[config.mk]
export PLATFORM = sky130hd
export DESIGN_NAME = sonar_stream_recorder
export DESIGN_NICKNAME = d
export VERILOG_FILES = /design/src/rtl/sonar_stream_recorder.sv
export SDC_FILE = /design/constraint.sdc
export NUM_CORES = 2
export LEC_CHECK = 0
export ABC_AREA = 1
export CAP_MARGIN = 5
export CORE_ASPECT_RATIO = 2
export CORE_MARGIN = 2
export CORE_UTILIZATION = 60
export CTS_BUF_LIST = sky130_fd_sc_hd__clkbuf_8
export CTS_CLUSTER_DIAMETER = 60
export DETAILED_ROUTE_END_ITERATION = 8
export PLACE_DENSITY_LB_ADDON = 0.1
export SETUP_SLACK_MARGIN = 0.2
export SYNTH_ARGS = -nofsm -noshare
export SYNTH_HDL_FRONTEND = slang
export SYNTH_SLANG_ARGS = --single-unit
[constraint.sdc]
create_clock -name ap_clk -period 19.15 [get_ports ap_clk]
set_input_delay 4.7875 -clock ap_clk [delete_from_list [all_inputs] [get_ports ap_clk]]
set_output_delay 4.7875 -clock ap_clk [all_outputs]
set_load 0.1 [all_outputs]
[src/rtl/sonar_stream_recorder.sv]
// Passive AXI-Stream beat recorder: timestamps and sequences each handshaked beat, buffers it,
// and replays it as a 3-word record (header, timestamp, data) on a 64-bit readout stream.
module sonar_stream_recorder #(
   parameter int unsigned DATA_WIDTH = 64,
   parameter int unsigned TS_WIDTH   = 32,
   parameter int unsigned DEPTH      = 16,
   parameter logic [7:0]  REC_ID     = 8'd0
) (
   input  logic                     ap_clk,
   input  logic                     ap_rst_n,
   input  logic                     enable,
   input  logic                     clear,
   input  logic [DATA_WIDTH-1:0]    mon_tdata,
   input  logic                     mon_tvalid,
   input  logic                     mon_tready,
   input  logic                     mon_tlast,
   output logic [63:0]              rec_tdata,
   output logic                     rec_tvalid,
   input  logic                     rec_tready,
   output logic                     rec_tlast,
   output logic                     overflow,
   output logic [$clog2(DEPTH):0]   fifo_level
);

   localparam int unsigned AW = $clog2(DEPTH);
   localparam int unsigned EW = TS_WIDTH + 32 + 1 + DATA_WIDTH;
   localparam logic [AW:0] FULL_LVL = (AW+1)'(DEPTH);

   typedef enum logic [1:0] {StIdle, StHdr, StTs, StData} state_e;

   state_e                r_state;
   state_e                w_state_nxt;
   logic [EW-1:0]         r_mem [DEPTH];
   logic [AW-1:0]         r_wr_ptr;
   logic [AW-1:0]         r_rd_ptr;
   logic [AW:0]           r_level;
   logic [TS_WIDTH-1:0]   r_ts;
   logic [31:0]           r_seq;
   logic                  r_ovf;
   logic [TS_WIDTH-1:0]   r_h_ts;
   logic [31:0]           r_h_seq;
   logic                  r_h_last;
   logic [DATA_WIDTH-1:0] r_h_data;

   logic                  w_cap;
   logic                  w_full;
   logic                  w_push;
   logic                  w_pop;
   logic                  w_hs;
   logic [EW-1:0]         w_head;

   // A capture coinciding with clear is discarded outright, so it never bumps seq.
   assign w_cap  = enable & mon_tvalid & mon_tready & ~clear;
   assign w_full = (r_level == FULL_LVL);
   assign w_push = w_cap & ~w_full;
   assign w_pop  = (r_state == StIdle) & (r_level != '0) & ~clear;
   assign w_hs   = rec_tvalid & rec_tready;
   assign w_head = r_mem[r_rd_ptr];

   assign overflow   = r_ovf;
   assign fifo_level = r_level;

   always_ff @(posedge ap_clk) begin
      if (w_push) begin
         r_mem[r_wr_ptr] <= {r_ts, r_seq, mon_tlast, mon_tdata};
      end
   end

   always_ff @(posedge ap_clk or negedge ap_rst_n) begin
      if (!ap_rst_n) begin
         r_wr_ptr <= '0;
         r_rd_ptr <= '0;
         r_level  <= '0;
         r_ts     <= '0;
         r_seq    <= '0;
         r_ovf    <= 1'b0;
      end else if (clear) begin
         r_wr_ptr <= '0;
         r_rd_ptr <= '0;
         r_level  <= '0;
         r_ts     <= '0;
         r_seq    <= '0;
         r_ovf    <= 1'b0;
      end else begin
         r_ts <= r_ts + 1'b1;
         if (w_cap) begin
            r_seq <= r_seq + 1'b1;
         end
         if (w_cap && w_full) begin
            r_ovf <= 1'b1;
         end
         if (w_push) begin
            r_wr_ptr <= r_wr_ptr + 1'b1;
         end
         if (w_pop) begin
            r_rd_ptr <= r_rd_ptr + 1'b1;
         end
         if (w_push && !w_pop) begin
            r_level <= r_level + 1'b1;
         end else if (!w_push && w_pop) begin
            r_level <= r_level - 1'b1;
         end
      end
   end

   // Holding register keeps the in-flight record intact across clear and backpressure.
   always_ff @(posedge ap_clk or negedge ap_rst_n) begin
      if (!ap_rst_n) begin
         r_h_ts   <= '0;
         r_h_seq  <= '0;
         r_h_last <= 1'b0;
         r_h_data <= '0;
      end else if (w_pop) begin
         r_h_data <= w_head[DATA_WIDTH-1:0];
         r_h_last <= w_head[DATA_WIDTH];
         r_h_seq  <= w_head[DATA_WIDTH+32:DATA_WIDTH+1];
         r_h_ts   <= w_head[EW-1 -: TS_WIDTH];
      end
   end

   always_ff @(posedge ap_clk or negedge ap_rst_n) begin
      if (!ap_rst_n) begin
         r_state <= StIdle;
      end else begin
         r_state <= w_state_nxt;
      end
   end

   always_comb begin
      w_state_nxt = r_state;
      rec_tvalid  = 1'b0;
      rec_tlast   = 1'b0;
      rec_tdata   = '0;
      unique case (r_state)
         StIdle: begin
            if (w_pop) begin
               w_state_nxt = StHdr;
            end
         end
         StHdr: begin
            rec_tvalid = 1'b1;
            rec_tdata  = {8'hA5, REC_ID, 8'd2, r_h_last, 7'd0, r_h_seq};
            if (w_hs) begin
               w_state_nxt = StTs;
            end
         end
         StTs: begin
            rec_tvalid              = 1'b1;
            rec_tdata[TS_WIDTH-1:0] = r_h_ts;
            if (w_hs) begin
               w_state_nxt = StData;
            end
         end
         StData: begin
            rec_tvalid                = 1'b1;
            rec_tlast                 = 1'b1;
            rec_tdata[DATA_WIDTH-1:0] = r_h_data;
            if (w_hs) begin
               w_state_nxt = StIdle;
            end
         end
         default: begin
            w_state_nxt = StIdle;
         end
      endcase
   end

endmodule

-- Word-level counts from Yosys, hierarchy flattened
Memory sizes are Yosys's and may differ from the RTL's. A register that Yosys moved wholly into a read port is not among the register bits.
Cells that the tools add are included.
- memory bits (writable): 2064
- word-level logic and storage cells: 69
- output and inout bits: 72
- memories: 1
- flip-flop bits (word level): 80
- reductions and logical operators: 15
- add/sub/neg operators: 6
- equality and inequality tests: 8
- mux-type cells: 23
- bitwise gates (word level): 9
- memory list (name ; depth ; width ; rd ports ; clocked after Yosys merged registers in ; write ports ; RTL line ; source):
    r_mem ; 16 ; 129 ; 1 ; 1 ; 1 ; 33 ; logic [EW-1:0] r_mem [DEPTH];
- operator list (cell ; count):
    $mux W32 ; 3
    $pmux W32 S3 ; 1
    $add A32 B1 Y32 const B ; 2
    $pmux W32 S2 ; 1
    $mux W4 ; 4
    $mux W5 ; 3
    $add A4 B1 Y4 const B ; 2
    $mux W2 ; 4
    $ne A2 B2 Y1 const B ; 4
    $pmux W2 S4 ; 1
    $reduce_bool A2 Y1 ; 4
    $and A1 B1 Y1 ; 7
    $mux W1 ; 6
    $add A5 B1 Y5 const B ; 1
    $eq A5 B5 Y1 const B ; 1
    $reduce_bool A5 Y1 ; 1
    $sub A5 B1 Y5 const B ; 1
    $eq A2 B2 Y1 const B ; 2
    $reduce_and A4 Y1 ; 1
    $logic_and A1 B1 Y1 ; 3
    $logic_not A1 Y1 ; 3
    $reduce_bool A3 Y1 ; 1
    $reduce_or A3 Y1 ; 1
    $eq A2 B1 Y1 const B ; 1
    other kinds (2) ; 3

-- Depth between registers and ports, before layout
- depth after elaboration: 9
- mapped depth: 15
- mapped depth without buffers: 15

-- Least setup slack after synthesis
No wires, ideal clock.
- path kind: input -> register
- from: input mon_tready
- to: memory r_mem[11][0] (netlist name), enable pin
- data required time: 18531 ps
- arrival: 10805 ps
- library setup time: 619 ps
- stages: 6
- buffers on the path: 0
- setup slack: 7726 ps
- path through: nand3_2 -> nor2_2 -> nand2_1 -> inv_2 -> nand2_1 -> nor2_1
- cells in the longest elaborated chain, start to end: 5
- ends and longest elaborated chain (what ; RTL line ; source):
    start: declaration ; 15 ; input logic mon_tready,
    $and A1 B1 Y1 (2 in a row) ; 53 ; assign w_cap = enable & mon_tvalid & mon_tready & ~clear;
    $and A1 B1 Y1 ; 55 ; assign w_push = w_cap & ~w_full;
    $mux W1 ; 64 ; if (w_push) begin
    $mux W1 (not written as such) ; 65 ; r_mem[r_wr_ptr] <= {r_ts, r_seq, mon_tlast, mon_tdata};
    end: declaration ; 33 ;
No other way between the ends.

-- Worst setup path after layout
- from: register r_state[0]
- to: output rec_tdata[9]
- cells in the longest elaborated chain, start to end: 2
- ends and longest elaborated chain (what ; RTL line ; source):
    start: declaration ; 31 ; state_e r_state;
    start signal: assignment ; 123 ; r_state <= StIdle;
    start signal: assignment ; 125 ; r_state <= w_state_nxt;
    $eq A2 B2 Y1 / $eq A2 B1 Y1 (equally long branches) ; 134 ; unique case (r_state)
    $pmux W32 S3 (*) ; 134 ;
    end: declaration ; 17 ; output logic [63:0] rec_tdata,
Every way passes the cells marked *; elsewhere a longest branch is shown, timed or not.

==> flow_summary.ini <==
[outcome]
status = finished, final reports clean

[place]
place_congestion = 0.860
place_ws_ns = 9.89
portBuffers = 143
dp_hpwl_mm = 126

[grt]
grt.busiest_layer = met2
grt.met3_usage_pct = 4.30
overflow = 0
grt_max_degree = 232
grt.total_usage_pct = 31.5
antenna_found_initial = 7
grt_pass1_wl_mm = 365
gr-usage-met1_pct = 44.3
grt_use_met2_pct = 51.4
first_global_vias = 57800

[timing]
fmax_ghz = 0.111
worstMarginPinSlew_ns = 1.32
setup_ws_ns = 10.18
rsz0062_at_grt = false
setup_violations = 0
drv_slew = 0
final.period_utilization_pct = 46.9
post-route-min-period_ns = 8.97
hold_viol = 0
final.setup_skew_ns = 0.0471
max_slew_margin_pct = 12.0
tns_ns = 0

[setup_path]
critPathCaptureType = primary output
critPathKind = reg -> out
cp-start-kind = flop
critPathRequiredTime_ns = 14.36
cp.arrival_ns = 4.19
cp_max_fo = 34

[synth]
ys_ff_latch = 2273
synth_ff_type = edfxtp_1
syn-num-nets = 7732
ys_async_sr_fraction_pct = 9.19
avgSynthCellArea_um2 = 12.0
yosysUniqueCellTypes = 38
synth_cells = 7644
synth_top_cell_by_area = edfxtp_1
synthTopCellsByArea = edfxtp_1 68%, nand2_1 11%, dfrtp_1 5.7%
syn_area_mm2 = 0.0917
ys_seq_area_share_pct = 73.3
synth.top_cell.area_share_pct = 67.6
yosysWarnings = 0
synth-edff-count = 2064

[flow_run]
cap_violations = 0

[clocking]
clockRootBuffer = clkbuf_8
cts_hold_buf = 0
insertion_delay_ns = 0.91
cts_buffers = 314
cts.path.max_buffers = 4
clkSlewWorstSetupHoldPaths_ns = 0.07
cts_resized = 0
cts_tree = done
cts.sinks = 2273
h-tree-depth = 5
postCtsSetupBuffers = 0

[floorplanning]
dieArea_mm2 = 0.156
core_mm2 = 0.152
die_y_um = 557
die_x_um = 280
placementRows = 203
num_io_pins = 144
start_util_pct = 60.2

[finish]
fill_cells = 11400
synthToLayoutAreaGrowth_pct = 9.31
final_nets = 7819
drive_above_1_share_pct = 6.54

[route]
final_antenna_net_count = 0
drcViolationCount = 0
wl_mm = 246
via_per_inst = 6.08
drt_iter0_markers = 7051
wl_per_cell_um = 24.8
vias = 60400
drt-pass1-iter-count = 6

[power_and_ir_drop]
power.density_mw_per_mm2 = 120
peakVddDrop_uv = 121
p_total_uw = 12100
p_leak_uw = 0.0374

[worst_hold_path]
hold_class = reg -> reg
[critical path: stages (launching register included)]
cell,delay (ns)
dfrtp_1,0.45
inv_1,0.13
ha_1,1.04
nand2_1,0.21
nand3_1,0.16
nand2_1,0.07
inv_1,0.08
clkdlybuf4s50_1,1.12
[worst paths after layout]
| check | end | slack, ns | depth (start not counted) | start |
|---|---|---|---|---|
| worst max-delay path | rec_tdata[9] | 10.18 | 7 | r_state[0] |
| worst min-delay path | r_h_data[42] | 0.48 | 2 | r_h_data[42] |
| worst min register to register | r_h_data[42] | 0.48 | 2 | r_h_data[42] |
| min in group asynchronous | r_h_seq[4] | 3.96 | 1 | ap_rst_n |
| max in group asynchronous | r_h_seq[10] | 13.38 | 2 | ap_rst_n |
| worst max register to register | r_h_ts[12] | 13.20 | 9 | r_rd_ptr[2] |
[flip-flops by register name (all words and copies together) (netlist names)]
register and flops:
fifo_level 5, overflow 1, r_h_data 64, r_h_last 1, r_h_seq 32, r_h_ts 32, r_mem 2064, r_rd_ptr 4
r_seq 32, r_state 2, r_ts 32, r_wr_ptr 4
[metal layers]
metal,routed length [µm],vias to the layer above
li1,-,27100
met1,96600,29700
met2,120000,3148
met3,22900,453
met4,7130,6
met5,46,-
[report_power, final]
| group | leakage [µW] | internal [µW] | switching [µW] | total [µW] |
|---|---|---|---|---|
| clock | 0.00342 | 1790 | 1790 | 3570 |
| sequential | 0.0220 | 5520 | 270 | 5790 |
| combinational | 0.0120 | 701 | 1990 | 2690 |
| total | 0.0374 | 8010 | 4050 | 12100 |
[cells by family (layout without fill, tap and decap cells)]
logic type,after synthesis,count (layout),synth area share [%]
simple gates,3934,3934,17.6
flops,2273,2273,73.3
compound gates,813,813,5.82
buf+inv,601,940,3.01
fa+ha+maj,16,16,0.226
xor+xnor,7,7,0.0668
other cells,0,3,0
[Yosys cell counts (3+ instances only)]
| cell type | n |
|---|---|
| clkinv_1 | 3 |
| inv_2 | 6 |
| nor3_1 | 13 |
| nand2_1 | 2720 |
| buf_4 | 36 |
| clkbuf_1 | 138 |
| dfrtp_1 | 209 |
| edfxtp_1 | 2064 |
| a21oi_1 | 274 |
| a31oi_1 | 3 |
| nand4_1 | 15 |
| ha_1 | 15 |
| a21boi_0 | 248 |
| nand2_2 | 3 |
| buf_1 | 32 |
| o21ai_0 | 29 |
| nand3_1 | 1022 |
| nor2_1 | 152 |
| xor2_1 | 5 |
| inv_1 | 140 |
| o21a_1 | 5 |
| buf_2 | 236 |
| o211ai_1 | 248 |
| nor2_2 | 3 |
| buf_6 | 9 |
[cell type report]
type	count	area (µm²)	share of cell area, %
flip-flops and latches	2273	67200	67.0
multi-input cells	4770	21900	21.8
clock buffers	338	4650	4.64
well taps	1947	2440	2.43
repair buffers	222	2140	2.13
clock inverters	230	1300	1.30
inverters	150	604	0.603
diodes	3	7.51	0.00749
[cells in the final DEF (no fill, tap or decap), drive strengths merged, types with 2 or more instances in the layout]
cell	count
a21boi	248
a21oi	275
a22o	2
a31oi	3
buf	81
bufinv	11
clkbuf	338
clkdlybuf4s50	141
clkinv	100
clkinvlp	10
dfrtp	209
diode	3
edfxtp	2064
ha	15
inv	259
nand2	2723
nand3	1023
nand4	15
nor2	157
nor3	13
o211ai	248
o21a	5
o21ai	30
xnor2	2
xor2	5
[per-stage QoR]
| stage | util [%] | hold slack, ns | instance area [µm²] | cells |
|---|---|---|---|---|
| finish | 65.8 | 0.482 | 100000 | 9933 |
| global route | 65.8 | 0.508 | 100000 | 9931 |
| CTS | 65.8 | 0.483 | 100000 | 9930 |
| detailed placement | 61.9 | 0.466 | 94300 | 9362 |
| global placement | 61.9 | 0.464 | 94300 | 9362 |
| floorplan | - | 0.449 | 91700 | 7644 |
No activity file was read; power rests on OpenSTA's default activity.
